[config.mk]
export PLATFORM = sky130hd
export DESIGN_NAME = jpeg_mcu_sequencer_flat
export DESIGN_NICKNAME = d
export VERILOG_FILES = /design/src/rtl/jpeg_mcu_sequencer_if.sv /design/src/rtl/jpeg_mcu_sequencer.sv /design/src/flat_wrapper.sv
export SDC_FILE = /design/constraint.sdc
export NUM_CORES = 1
export LEC_CHECK = 0
export CORE_MARGIN = 2
export CORE_UTILIZATION = 55
export DETAILED_ROUTE_END_ITERATION = 16
export DONT_BUFFER_PORTS = 1
export PLACE_DENSITY = 0.72
export SYNTH_ARGS = -nofsm -noshare
export SYNTH_HDL_FRONTEND = slang
export SYNTH_SLANG_ARGS = --single-unit
[constraint.sdc]
create_clock -name clock -period 2.7 [get_ports clock]
set_clock_uncertainty 0.2 [all_clocks]
set_input_delay 0.135 -clock clock [delete_from_list [all_inputs] [get_ports clock]]
set_output_delay 0.135 -clock clock [all_outputs]
set_load 0.01 [all_outputs]
[src/rtl/jpeg_mcu_sequencer_if.sv]
// Handshake, status and datapath-enable bundle between the JPEG MCU
// sequencer and the encoder datapath / block source around it.
// The master modport is the sequencer's view; slave is the environment's.
interface jpeg_mcu_sequencer_if;
   logic        start;
   logic [15:0] num_mcu;
   logic        blk_valid;
   logic        blk_ready;
   logic        huff_done;
   logic        input_enable;
   logic        dct_enable;
   logic        dct_end_enable;
   logic        zigzag_input_enable;
   logic        zigag_enable;
   logic        Huffman_start;
   logic [7:0]  matrix_row;
   logic        is_luminance;
   logic [1:0]  comp_id;
   logic        busy;
   logic        mcu_done;
   logic        frame_done;
   logic        huff_err;

   modport master (
      input  start, num_mcu, blk_valid, huff_done,
      output blk_ready, input_enable, dct_enable, dct_end_enable,
             zigzag_input_enable, zigag_enable, Huffman_start,
             matrix_row, is_luminance, comp_id, busy,
             mcu_done, frame_done, huff_err
   );

   modport slave (
      output start, num_mcu, blk_valid, huff_done,
      input  blk_ready, input_enable, dct_enable, dct_end_enable,
             zigzag_input_enable, zigag_enable, Huffman_start,
             matrix_row, is_luminance, comp_id, busy,
             mcu_done, frame_done, huff_err
   );
endinterface

[src/rtl/jpeg_mcu_sequencer.sv]
// JPEG MCU sequencer: accepts 8x8 blocks and steps each one through
// load, DCT, capture, row-wise quantize/zigzag fill, zigzag scan and
// Huffman encode, grouping Y_BLOCKS luma + C_BLOCKS chroma blocks per MCU.
// Optional Huffman watchdog: define SEQ_HUFF_WATCHDOG_EN to compile it in.
module jpeg_mcu_sequencer #(
   parameter int DCT_LAT      = 8,
   parameter int Q_LAT        = 1,
   parameter int Y_BLOCKS     = 4,
   parameter int C_BLOCKS     = 2,
   parameter int HUFF_TIMEOUT = 1024
) (
   input logic                   clock,
   input logic                   reset,
   jpeg_mcu_sequencer_if.master  bus
);

   localparam int TOTAL = Y_BLOCKS + C_BLOCKS;
   localparam int DCT_W = (DCT_LAT > 1) ? $clog2(DCT_LAT) : 1;

   typedef enum logic [3:0] {
      IDLE, LOAD, DCT, CAPT, QROW, ZZ, HSTART, HWAIT, NEXT
   } state_t;

   state_t            state, state_n;
   logic [DCT_W-1:0]  dct_cnt, dct_cnt_n;
   logic [2:0]        row, row_n;
   logic [1:0]        sub, sub_n;
   logic [2:0]        blk_idx, blk_idx_n;
   logic [15:0]       mcu_cnt, mcu_cnt_n;
   logic              blk_last;
   logic              mcu_done_n, frame_done_n, huff_err_n;
   logic              is_lum_n;
   logic [1:0]        comp_n;
   logic [7:0]        row_out_n;

   logic              blk_ready_q, dct_en_q, capt_q, zzin_q, zz_q, hstart_q;
   logic              busy_q, mcu_done_q, frame_done_q, huff_err_q, is_lum_q;
   logic [1:0]        comp_q;
   logic [7:0]        row_q;

`ifdef SEQ_HUFF_WATCHDOG_EN
   localparam int WD_W = $clog2(HUFF_TIMEOUT + 1);
   logic [WD_W-1:0]   wd_cnt, wd_cnt_n;
   logic              wd_expired;
   assign wd_expired = (wd_cnt == WD_W'(HUFF_TIMEOUT - 1));
`else
   logic              unused_timeout;
   assign unused_timeout = (HUFF_TIMEOUT > 0);
`endif

   assign blk_last = (blk_idx == 3'(TOTAL - 1));

   // Next-state, counter and pulse decode; outputs derived from the next state
   always_comb begin
      state_n      = state;
      dct_cnt_n    = dct_cnt;
      row_n        = row;
      sub_n        = sub;
      blk_idx_n    = blk_idx;
      mcu_cnt_n    = mcu_cnt;
      mcu_done_n   = 1'b0;
      frame_done_n = 1'b0;
      huff_err_n   = 1'b0;
`ifdef SEQ_HUFF_WATCHDOG_EN
      wd_cnt_n     = wd_cnt;
`endif
      case (state)
         IDLE: begin
            if (bus.start) begin
               if (bus.num_mcu != 16'd0) begin
                  state_n   = LOAD;
                  mcu_cnt_n = bus.num_mcu;
                  blk_idx_n = 3'd0;
               end else begin
                  frame_done_n = 1'b1;
               end
            end
         end
         LOAD: begin
            if (bus.blk_valid && blk_ready_q) begin
               state_n   = DCT;
               dct_cnt_n = '0;
            end
         end
         DCT: begin
            if (dct_cnt == DCT_W'(DCT_LAT - 1)) state_n = CAPT;
            else dct_cnt_n = dct_cnt + 1'b1;
         end
         CAPT: begin
            state_n = QROW;
            row_n   = 3'd0;
            sub_n   = 2'd0;
         end
         QROW: begin
            if (sub == 2'(Q_LAT)) begin
               sub_n = 2'd0;
               if (row == 3'd7) state_n = ZZ;
               else row_n = row + 3'd1;
            end else begin
               sub_n = sub + 2'd1;
            end
         end
         ZZ: state_n = HSTART;
         HSTART: begin
            state_n = HWAIT;
`ifdef SEQ_HUFF_WATCHDOG_EN
            wd_cnt_n = '0;
`endif
         end
         HWAIT: begin
            if (bus.huff_done) begin
               state_n    = NEXT;
               mcu_done_n = blk_last;
            end
`ifdef SEQ_HUFF_WATCHDOG_EN
            else if (wd_expired) begin
               state_n    = NEXT;
               mcu_done_n = blk_last;
               huff_err_n = 1'b1;
            end else begin
               wd_cnt_n = wd_cnt + 1'b1;
            end
`endif
         end
         NEXT: begin
            state_n = LOAD;
            if (blk_last) begin
               blk_idx_n = 3'd0;
               mcu_cnt_n = mcu_cnt - 16'd1;
               if (mcu_cnt == 16'd1) begin
                  state_n      = IDLE;
                  frame_done_n = 1'b1;
               end
            end else begin
               blk_idx_n = blk_idx + 3'd1;
            end
         end
         default: state_n = IDLE;
      endcase

      is_lum_n  = 1'b0;
      comp_n    = 2'd0;
      row_out_n = 8'd0;
      if (state_n != IDLE && state_n != NEXT) begin
         if (blk_idx_n < 3'(Y_BLOCKS)) is_lum_n = 1'b1;
         else if (blk_idx_n == 3'(Y_BLOCKS)) comp_n = 2'd1;
         else comp_n = 2'd2;
      end
      if (state_n == QROW) row_out_n = {5'd0, row_n};
   end

   // State and counter registers
   always_ff @(posedge clock or posedge reset) begin
      if (reset) begin
         state   <= IDLE;
         dct_cnt <= '0;
         row     <= 3'd0;
         sub     <= 2'd0;
         blk_idx <= 3'd0;
         mcu_cnt <= 16'd0;
`ifdef SEQ_HUFF_WATCHDOG_EN
         wd_cnt  <= '0;
`endif
      end else begin
         state   <= state_n;
         dct_cnt <= dct_cnt_n;
         row     <= row_n;
         sub     <= sub_n;
         blk_idx <= blk_idx_n;
         mcu_cnt <= mcu_cnt_n;
`ifdef SEQ_HUFF_WATCHDOG_EN
         wd_cnt  <= wd_cnt_n;
`endif
      end
   end

   // Registered datapath enables and status, aligned with the state they belong to
   always_ff @(posedge clock or posedge reset) begin
      if (reset) begin
         blk_ready_q  <= 1'b0;
         dct_en_q     <= 1'b0;
         capt_q       <= 1'b0;
         zzin_q       <= 1'b0;
         zz_q         <= 1'b0;
         hstart_q     <= 1'b0;
         busy_q       <= 1'b0;
         mcu_done_q   <= 1'b0;
         frame_done_q <= 1'b0;
         huff_err_q   <= 1'b0;
         is_lum_q     <= 1'b0;
         comp_q       <= 2'd0;
         row_q        <= 8'd0;
      end else begin
         blk_ready_q  <= (state_n == LOAD);
         dct_en_q     <= (state_n == DCT);
         capt_q       <= (state_n == CAPT);
         zzin_q       <= (state_n == QROW) && (sub_n == 2'(Q_LAT));
         zz_q         <= (state_n == ZZ);
         hstart_q     <= (state_n == HSTART);
         busy_q       <= (state_n != IDLE);
         mcu_done_q   <= mcu_done_n;
         frame_done_q <= frame_done_n;
         huff_err_q   <= huff_err_n;
         is_lum_q     <= is_lum_n;
         comp_q       <= comp_n;
         row_q        <= row_out_n;
      end
   end

   assign bus.blk_ready           = blk_ready_q;
   assign bus.input_enable        = blk_ready_q & bus.blk_valid;
   assign bus.dct_enable          = dct_en_q;
   assign bus.dct_end_enable      = capt_q;
   assign bus.zigzag_input_enable = zzin_q;
   assign bus.zigag_enable        = zz_q;
   assign bus.Huffman_start       = hstart_q;
   assign bus.matrix_row          = row_q;
   assign bus.is_luminance        = is_lum_q;
   assign bus.comp_id             = comp_q;
   assign bus.busy                = busy_q;
   assign bus.mcu_done            = mcu_done_q;
   assign bus.frame_done          = frame_done_q;
   assign bus.huff_err            = huff_err_q;

endmodule
[src/flat_wrapper.sv]
// flat-port wrapper written by rule: the top's interface ports become plain ports
module jpeg_mcu_sequencer_flat 
#(
   parameter int DCT_LAT      = 8,
   parameter int Q_LAT        = 1,
   parameter int Y_BLOCKS     = 4,
   parameter int C_BLOCKS     = 2,
   parameter int HUFF_TIMEOUT = 1024
)
  (clock, reset, bus_start, bus_num_mcu, bus_blk_valid, bus_huff_done, bus_blk_ready, bus_input_enable, bus_dct_enable, bus_dct_end_enable, bus_zigzag_input_enable, bus_zigag_enable, bus_Huffman_start, bus_matrix_row, bus_is_luminance, bus_comp_id, bus_busy, bus_mcu_done, bus_frame_done, bus_huff_err);
  jpeg_mcu_sequencer_if bus_i ();
  input logic clock;
  input logic reset;
  input wire logic [$bits(bus_i.start)-1:0] bus_start;
  input wire logic [$bits(bus_i.num_mcu)-1:0] bus_num_mcu;
  input wire logic [$bits(bus_i.blk_valid)-1:0] bus_blk_valid;
  input wire logic [$bits(bus_i.huff_done)-1:0] bus_huff_done;
  output wire logic [$bits(bus_i.blk_ready)-1:0] bus_blk_ready;
  output wire logic [$bits(bus_i.input_enable)-1:0] bus_input_enable;
  output wire logic [$bits(bus_i.dct_enable)-1:0] bus_dct_enable;
  output wire logic [$bits(bus_i.dct_end_enable)-1:0] bus_dct_end_enable;
  output wire logic [$bits(bus_i.zigzag_input_enable)-1:0] bus_zigzag_input_enable;
  output wire logic [$bits(bus_i.zigag_enable)-1:0] bus_zigag_enable;
  output wire logic [$bits(bus_i.Huffman_start)-1:0] bus_Huffman_start;
  output wire logic [$bits(bus_i.matrix_row)-1:0] bus_matrix_row;
  output wire logic [$bits(bus_i.is_luminance)-1:0] bus_is_luminance;
  output wire logic [$bits(bus_i.comp_id)-1:0] bus_comp_id;
  output wire logic [$bits(bus_i.busy)-1:0] bus_busy;
  output wire logic [$bits(bus_i.mcu_done)-1:0] bus_mcu_done;
  output wire logic [$bits(bus_i.frame_done)-1:0] bus_frame_done;
  output wire logic [$bits(bus_i.huff_err)-1:0] bus_huff_err;
  assign bus_i.start = bus_start;
  assign bus_i.num_mcu = bus_num_mcu;
  assign bus_i.blk_valid = bus_blk_valid;
  assign bus_i.huff_done = bus_huff_done;
  assign bus_blk_ready = bus_i.blk_ready;
  assign bus_input_enable = bus_i.input_enable;
  assign bus_dct_enable = bus_i.dct_enable;
  assign bus_dct_end_enable = bus_i.dct_end_enable;
  assign bus_zigzag_input_enable = bus_i.zigzag_input_enable;
  assign bus_zigag_enable = bus_i.zigag_enable;
  assign bus_Huffman_start = bus_i.Huffman_start;
  assign bus_matrix_row = bus_i.matrix_row;
  assign bus_is_luminance = bus_i.is_luminance;
  assign bus_comp_id = bus_i.comp_id;
  assign bus_busy = bus_i.busy;
  assign bus_mcu_done = bus_i.mcu_done;
  assign bus_frame_done = bus_i.frame_done;
  assign bus_huff_err = bus_i.huff_err;
  jpeg_mcu_sequencer #(.DCT_LAT(DCT_LAT), .Q_LAT(Q_LAT), .Y_BLOCKS(Y_BLOCKS), .C_BLOCKS(C_BLOCKS), .HUFF_TIMEOUT(HUFF_TIMEOUT)) u_core (.clock(clock), .reset(reset), .bus(bus_i));
endmodule
* Yosys cells after proc, flatten, opt, wreduce, memory -nomap -nowiden
Index checks and enable logic that the tools add are counted.
** Word-level totals
- Register bits after elaboration :: 46
- RAM bits :: 0
- Latch bits :: 0
- Word-level logic and storage cells :: 101
- ROM bits :: 0
- Memories :: 0
- Input bits :: 21
** Cells by class
- Order comparisons :: 1
- Equal/unequal tests :: 27
- Multiplexer cells :: 39
- Bitwise operators :: 1
- $add $sub $neg :: 5
- Reduce and logical (&&, ||, !) cells :: 10
- Shift-type cells :: 0
- $mul :: 0
- Div/mod/pow operators :: 0
** Operators by type and width (number)
- $mux 16 :: 3
- $pmux 4 s9 :: 1
- $mux 4 :: 8
- $pmux 16 s2 :: 1
- $eq 4x3->1 const B :: 7
- $mux 3 :: 8
- $pmux 3 s2 :: 3
- $eq 16x1->1 const B :: 1
- $eq 4x2->1 const B :: 4
- $reduce_bool 16->1 :: 1
- $sub 16x1->16 const B :: 1
- $eq 3x3->1 const B :: 4
- $add 3x1->3 const B :: 3
- $mux 1 :: 9
- $eq 4x1->1 const B :: 2
- $mux 2 :: 4
- $ne 2x1->1 const B :: 3
- $eq 2x1->1 const B :: 2
- $eq 4x4->1 const B :: 1
- $logic_not 4->1 :: 1
- $ne 2x2->1 const B :: 2
- $ne 4x4->1 const B :: 1
- $pmux 2 s2 :: 1
- $reduce_and 4->1 :: 1
- 8 further kinds :: 11

* Depth between registers and ports, before layout
Gate-level depths: netlist of run 1.
- Word-level depth :: 8
- Depth in mapped cells :: 7
- Gate-level depth less buffers :: 7

* Worst setup path after synthesis of run 1
No wires, ideal clock.
- Path type :: register to register
- Start :: register u_core.mcu_cnt[0]
- End :: register u_core.mcu_cnt[14]
- Stages on the path, launching flop included :: 8
- Clock period less this slack :: 2.280 ns
- Slack :: 0.420 ns
- Buffers on the path :: 0
- Arrival time :: 2.000 ns
- Required time :: 2.421 ns
- Setup time :: 0.079 ns
- Path through :: dfrtp_1 -> inv_1 -> ha_1 -> or4b_4 -> nand4b_4 -> or3_1 -> a21oi_1 -> a2bb2oi_1
** On the way
- Cells in the longest elaborated chain, start to end :: 3
** RTL lines
- from (decl) :: RTL line jpeg_mcu_sequencer.sv:29 : logic [15:0] mcu_cnt, mcu_cnt_n;
- from (signal assigned) :: RTL line jpeg_mcu_sequencer.sv:170 : mcu_cnt <= mcu_cnt_n;
- $sub 16x1->16 :: RTL line jpeg_mcu_sequencer.sv:129 : mcu_cnt_n = mcu_cnt - 16'd1;
- $mux 16 :: RTL line jpeg_mcu_sequencer.sv:127 : if (blk_last) begin
- $pmux 16 s2 :: RTL line jpeg_mcu_sequencer.sv:67 : case (state)
Every way passes these cells. The select of a mux whose other input is x is not followed.
A chain may end at the register's enable or synchronous reset.

* Final worst setup path of run 1
Same ends and word-level chain as after synthesis.

==> results of run 1 <==
-- final timing paths --
path                                        start                 endpoint  slack [ns]  cells after the start
max in group asynchronous                   reset        u_core.mcu_cnt[1]        1.43                      2
min in group asynchronous                   reset  u_core.bus.is_luminance        0.29                      2
worst min-delay path                bus_huff_done          u_core.state[1]        0.04                      3
worst min register to register  u_core.dct_cnt[1]        u_core.dct_cnt[1]        0.31                      1
worst max register to register  u_core.mcu_cnt[0]       u_core.mcu_cnt[14]        0.22                      7
worst max-delay path            u_core.mcu_cnt[0]       u_core.mcu_cnt[14]        0.22                      7
-- flip-flops by register name, summed over array words and instances (netlist names) --
name and flops:
u_core.row 3, u_core.bus.is_luminance 1, u_core.bus.zigag_enable 1, u_core.bus.dct_enable 1, u_core.dct_cnt 3, u_core.bus.dct_end_enable 1, u_core.mcu_cnt 16, u_core.bus.frame_done 1
u_core.bus.Huffman_start 1, u_core.blk_idx 3, u_core.bus.blk_ready 1, u_core.bus.zigzag_input_enable 1, u_core.bus.matrix_row 3, u_core.state 4, u_core.bus.busy 1, u_core.bus.mcu_done 1
u_core.sub 2, u_core.bus.comp_id 2
-- power groups by stage --
stage               clock network, mW  logic, mW  registers [mW]
floorplan                           0      0.841            1.20
finish                          0.510       1.12            1.24
global placement                    0       1.06            1.24
CTS                             0.523       1.12            1.24
global route                    0.549       1.26            1.28
detailed placement                  0       1.09            1.25
-- worst min-delay path, stage by stage --
cell and delay, ns:
a21boi_0 0.05, o21ai_0 0.14, a21oi_1 0.15
-- cell usage after synthesis, types with 2 or more instances --
cell type and n:
nor4b_2 2, nand3b_1 2, buf_4 7, or3_1 4
a21o_1 2, a22oi_1 3, o21ai_1 5, nand2b_1 3
nand2_1 17, or4b_1 3, o22ai_1 4, nand3_1 9
clkbuf_1 7, nor3_1 7, o311ai_0 2, nor2b_1 5
inv_1 8, a31oi_1 2, nor4_1 8, a21boi_0 2
a21oi_1 25, o22a_1 2, and3_1 4, ha_1 5
o32ai_1 2, o2bb2ai_1 3, a311oi_1 2, nor3_4 2
buf_2 2, o21ai_0 19, nand4_1 5, a22o_1 2
nor2_1 24, and3b_1 2, dfrtp_1 46
-- area by class of cell --
cell class                 instances  area share
multi-input combinational        203       0.448
tap                               52      0.0223
inverter                           8      0.0103
timing repair buffer              28      0.0882
clock inverter                     2      0.0128
clock buffer                       6      0.0248
sequential                        46       0.394
-- cells in the final DEF (no fill, tap or decap), types with 5 or more instances in the layout --
master / n
conb_1: 6
o21ai_0: 19
dlygate4sd3_1: 19
nand3_1: 9
clkbuf_8: 5
nand4_1: 5
nor3_1: 7
buf_4: 9
nor2_1: 24
nor2b_1: 5
o21ai_1: 5
ha_1: 5
inv_1: 7
nor4_1: 8
nand2_1: 17
a21oi_1: 25
dfrtp_1: 46
-- per-layer routing --
| metal | GRT usage | vias to the layer above |
|---|---|---|
| met5 | 0 | - |
| met4 | 0.0650 | 0 |
| met3 | 0.0653 | 6 |
| met2 | 0.338 | 80 |
| met1 | 0.353 | 1040 |
| li1 | - | 1042 |
-- through the flow --
| stage | utilization | instances | power [mW] | hold slack, ns | worst slack (ns) |
|---|---|---|---|---|---|
| floorplan | - | 275 | 2.04 | 0.0932 | 0.420 |
| global placement | 0.594 | 318 | 2.30 | 0.0720 | 0.334 |
| detailed placement | 0.594 | 318 | 2.34 | 0.0860 | 0.238 |
| CTS | 0.662 | 345 | 2.88 | 0.0268 | 0.222 |
| global route | 0.662 | 345 | 3.09 | 0.0549 | 0.0600 |
| finish | 0.662 | 345 | 2.88 | 0.0368 | 0.216 |
-- kinds of logic after synthesis --
| logic type | after synthesis | synth area share |
|---|---|---|
| AND/OR/NAND/NOR | 108 | 0.262 |
| AO/OA/AOI/OAI | 82 | 0.204 |
| other | 1 | 0.00146 |
| buffers and inverters | 26 | 0.0499 |
| multiplexers | 2 | 0.00831 |
| adder cells (fa/ha/maj) | 5 | 0.0244 |
| flip-flops | 46 | 0.450 |
==> summary.txt, run 1 <==
Outcome
  • Status: complete, no violations

Floorplanning
  • Die Wd: 72.2 µm
  • # IOs: 43
  • Die Height: 72.2 µm
  • Starting density of the core: 0.580
  • Rows: 24
  • Area of the die: 5220 µm²
  • Core ar.: 4410 µm²

Routing
  • Wire length per cell: 16.7 µm
  • Routed vias: 2168
  • 1st-iter DRT viols: 110
  • Met1 Wirelength: 2790 µm
  • Vias per cell: 6.28
  • DR pass1 iterations: 5
  • Detailed-routed wire length on met2: 2480 µm
  • Final ANT Viol Nets: 0
  • Met3 routed WL: 445 µm
  • Routed wire length: 5760 µm
  • DRC: 0
  • DR top layer: met4

Pwr
  • Sw frac: 0.413
  • Combinational share of power: 0.390
  • P_int: 1.69 mW
  • Clock share of power: 0.177
  • PD cells: 985 nW/µm²
  • Reg power frac: 0.433
  • Leakage: 1.27 nW
  • Switching Power: 1.19 mW
  • Max VDD drop: 557 µV

Synthesis
  • Sequential share of the synthesized area: 0.450
  • Yosys reg bits: 46
  • Yosys top cell area share: 0.450
  • Mapped cell area: 2560 µm²
  • Post-synth ARST share: 1.00
  • Yosys warns: 0
  • Synth top area cells: dfrtp_1 45%, a21oi_1 4.9%, o21ai_0 3.7%
  • Synth area leader: dfrtp_1
  • Cell variety after synth: 58
  • Most used DFF post-synth: dfrtp_1
  • Post-Syn Area per Cell: 9.48 µm²
  • Cells after Synth: 270
  • EDFF count, synth: 0

STA
  • RSZ-0062 raised after global routing: false
  • Slew Viols, Final: 0
  • Slew headroom: 0.385
  • Min cycle time layout: 2.48 ns
  • Post-route setup TNS: 0 ns
  • Final setup vio count: 0
  • Maximum clock rate: 0.403 GHz
  • Slew @ Worst Pin: 0.921 ns
  • Final hold vios: 0
  • Tcrit/Tclk final: 0.920

CTS
  • Clock sink count: 46
  • CTS HTree Levels: 2
  • Hold Buf Count CTS: 19
  • Postcts setup bufs: 0
  • Reg clk slew, reported paths: 0.08 ns
  • Clk Latency, worst-skew pair: 0.30 ns
  • Cts bufs inserted: 5
  • Deepest clock path buffer count: 2
  • Clock root cell: clkbuf_8
  • CTS tree: built
  • Post-CTS Resized: 0

Layout
  • Synth-to-layout area growth: 14.2%
  • Fillcell total: 343
  • # diodes: 0
  • Multi-input logic area: 1310 µm²
  • Final instance area: 2920 µm²
  • FF+latch area: 1150 µm²
  • Layout cells sized above 1: 0.102
  • Final net count: 318

Global route
  • Congestion Overflow GR: 0
  • Initial antenna violation count: 0
  • Largest net degree at the start of global routing: 47
  • Number of global-route vias before repair: 1963
  • First-pass GRT wire length: 9580 µm
  • GRT Total Usage: 0.237

Critical path
  • Buf/Inv on CP: 1
  • Kind of critical path: reg2reg
  • CP max FO: 7
  • Worst path max stage delay: 0.52 ns
  • Setup crit start kind: flop
  • Crit end category: flop
  • Critical Path AT: 2.51 ns
  • Max stage delay cell, worst path: or4b_4
  • Required time worst endpoint: 2.73 ns
  • Crit-path leading delay family: simple AND/OR/NAND/NOR gates
  • Crit-path cells: inv_1, ha_1, or4b_4, nand4b_4, or3_1, a21oi_1, a2bb2oi_1

Placement
  • I/O Buffers: 0
  • Dpl hpwl: 4030 µm
  • Area after DPL: 2620 µm²
  • GP Congestion: 0.865

Flow run
  • Max Cap Violations: 0

Hold path
  • Worst hold path type: in2reg
Note: power is estimated with default switching activity, not from simulation.
==> run 2, diff against run 1 <==
Settings changed: GPL_TIMING_DRIVEN set to 0.
==> run 2 against run 1 <==
Effect of this change:
- non-clock buffer count is 10 higher
- sequential power hardly changed
- die area stayed put
- highest routed layer unchanged
==> summary.txt, run 2 (synthesis results as in run 1) <==
STA
  • RSZ-0062 raised after global routing: false
  • Post-route setup TNS: 0 ns (unchanged)
  • Tcrit/Tclk final: 0.950 (+0.0304)
  • Maximum clock rate: 0.390 GHz (-3.2%)
  • Final setup vio count: 0 (unchanged)
  • Final hold vios: 0 (unchanged)
  • Slew Viols, Final: 0 (unchanged)
  • Min cycle time layout: 2.57 ns (+0.0820 ns)
  • Setup ws final: 0.134 ns (-0.0820 ns)

Critical path
  • Setup crit start kind: flop
  • Crit-path cells: inv_1, ha_1, or4b_4, nand4b_4, or3_1, a21oi_1, a2bb2oi_1
  • End of the worst register-to-register path: u_core.mcu_cnt[14]
  • Buf/Inv on CP: 1 (unchanged)
  • Crit-path leading delay family: simple AND/OR/NAND/NOR gates
  • Worst path max stage delay: 0.54 ns (+0.02 ns)
  • Kind of critical path: reg2reg
  • CP max FO: 7 (unchanged)
  • Crit end category: flop
  • Max stage delay cell, worst path: or4b_4
  • Critical Path AT: 2.58 ns (+0.07 ns)
  • Flop-to-flop setup slack: 0.13 ns (-0.08 ns)
  • R2R cell count: 7 (unchanged)
  • FF-to-FF Start: u_core.mcu_cnt[0]
  • Required time worst endpoint: 2.71 ns (-0.02 ns)
  • Worst setup startpoint: u_core.mcu_cnt[0]

Layout
  • Most frequent cells in the layout: 46 x dfrtp_1, 25 x a21oi_1, 24 x nor2_1
  • Most common cell after layout, fill and taps aside: dfrtp_1
  • Fillcell total: 351 (+2.3%)
  • FF+latch area: 1150 µm² (unchanged)
  • Layout cells sized above 1: 0.106 (+0.00357)
  • Top reg by flops: u_core.mcu_cnt
  • Final net count: 328 (+3.1%)
  • # diodes: 0 (unchanged)
  • Multi-input logic area: 1300 µm² (-0.67%)
  • Largest registers: u_core.mcu_cnt: 16 flops, u_core.state: 4 flops
  • Largest register FFs: 16 (unchanged)
  • Synth-to-layout area growth: 14.6%

Global route
  • First-pass GRT wire length: 10200 µm (+6.6%)
  • Initial antenna violation count: 0 (unchanged)
  • Congestion Overflow GR: 0 (unchanged)
  • M2 GR Usage: 0.351 (+0.0122)
  • Largest net degree at the start of global routing: 27 (-43%)
  • Busiest grt layer: met1
  • GRT Total Usage: 0.254 (+0.0171)
  • Routing usage on met3: 0.0583 (-0.00694)
  • Met1 Use GR: 0.394 (+0.0405)
  • Number of global-route vias before repair: 2066 (+5.2%)

Routing
  • Wire length per cell: 17.1 µm (+2.7%)
  • Routed vias: 2192 (+1.1%)
  • Routed wire length: 6060 µm (+5.4%)
  • Vias per cell: 6.19 (-1.5%)
  • Final ANT Viol Nets: 0 (unchanged)
  • DRC: 0 (unchanged)
  • 1st-iter DRT viols: 227 (+110%)
  • DR pass1 iterations: 5 (unchanged)

Outcome
  • Status: complete, no violations

CTS
  • Postcts setup bufs: 0 (unchanged)
  • CTS tree: built
  • Post-CTS Resized: 0 (unchanged)
  • Cts bufs inserted: 5 (unchanged)
  • Clock root cell: clkbuf_8
  • CTS HTree Levels: 2 (unchanged)
  • Clock sink count: 46 (unchanged)
  • Clk Latency, worst-skew pair: 0.30 ns (about the same)
  • Deepest clock path buffer count: 2 (unchanged)
  • Reg clk slew, reported paths: 0.08 ns (about the same)

Hold path
  • Worst hold start: bus_blk_valid
  • Worst Hold Depth: 4 (+1)
  • Worst hold path type: in2reg
  • Min-Delay Endpoint: u_core.bus.dct_enable

Floorplanning
  • Die Height: 72.2 µm (unchanged)
  • # IOs: 43 (unchanged)
  • Die Wd: 72.2 µm (unchanged)
  • Core ar.: 4410 µm² (unchanged)
  • Area of the die: 5220 µm² (unchanged)
  • Rows: 24 (unchanged)
  • Starting density of the core: 0.580 (unchanged)

Placement
  • GP Congestion: 0.848 (-2.0%)
  • I/O Buffers: 0 (unchanged)
  • Setup WS pre-CTS: 0.180 ns (-0.0580 ns)
  • Dpl hpwl: 4240 µm (+5.3%)

Pwr
  • Max VDD drop: 538 µV (-3.4%)
  • Leakage: 1.29 nW (+1.5%)
  • PD cells: 934 nW/µm² (-5.2%)

Flow run
  • Max Cap Violations: 0 (unchanged)
run 2: cell types whose count changed in the layout (fill, tap and decap cells not counted), sizes merged:
cell	change
clkinvlp	-1
clkinv	+2
bufinv	-1
buf	+2
clkbuf	+7
run 2: tightest hold or removal path, delay by kind of cell:
kind	cells	cell delay (ns)
AND/OR/NAND/NOR	2	0.23
AO/OA/AOI/OAI	1	0.09
buffers and inverters	1	0.05
run 2: cell type report:
class	instances	share of cell area
Sequential cell	46	0.392
Buffer	18	0.0333
Inverter	8	0.0102
Tap cell	52	0.0222
Clock buffer	5	0.0235
Multi-Input combinational cell	203	0.443
Timing Repair Buffer	20	0.0717
Clock inverter	2	0.00341
run 2: routing by layer:
| metal | vias up | share of wire | wire length, µm |
|---|---|---|---|
| met1 | 1049 | 0.49 | 2960 |
| met2 | 79 | 0.44 | 2650 |
| met4 | 0 | 0.0069 | 42 |
| li1 | 1060 | - | - |
| met5 | - | 0 | 0 |
| met3 | 4 | 0.069 | 419 |
run 2: through the flow:
step                      utilization  area (µm²)  hold slack (ns)  cells  total power, mW
after floorplan                     -        2580           0.0932    275             2.04
after global placement          0.599        2640            0.115    327             2.28
after detailed placement        0.603        2660           -0.132    328             2.31
after CTS                       0.664        2930           0.0405    354             2.74
after global routing            0.664        2930           0.0719    354             2.97
final                           0.664        2930           0.0464    354             2.74
run 2: worst max-delay path by stage:
stage | end | depth (start not counted)
after floorplan | u_core.mcu_cnt[14] | 7
after global placement | u_core.mcu_cnt[14] | 7
after detailed placement | u_core.mcu_cnt[14] | 7
after CTS | u_core.mcu_cnt[14] | 7
after global routing | u_core.mcu_cnt[14] | 7
final | u_core.mcu_cnt[14] | 7
run 2: power breakdown:
| group | leakage, nW | switching, mW | internal [mW] |
|---|---|---|---|
| registers | 0.578 | 0.323 | 0.944 |
| logic | 0.664 | 0.627 | 0.449 |
| clock network | 0.0438 | 0.220 | 0.174 |
| total | 1.29 | 1.17 | 1.57 |
run 2: repair_timing:
item                                    CTS  global route
endpoints found under the hold margin    69             0
endpoints found under the setup margin    0             0
hold buffers                             19             0
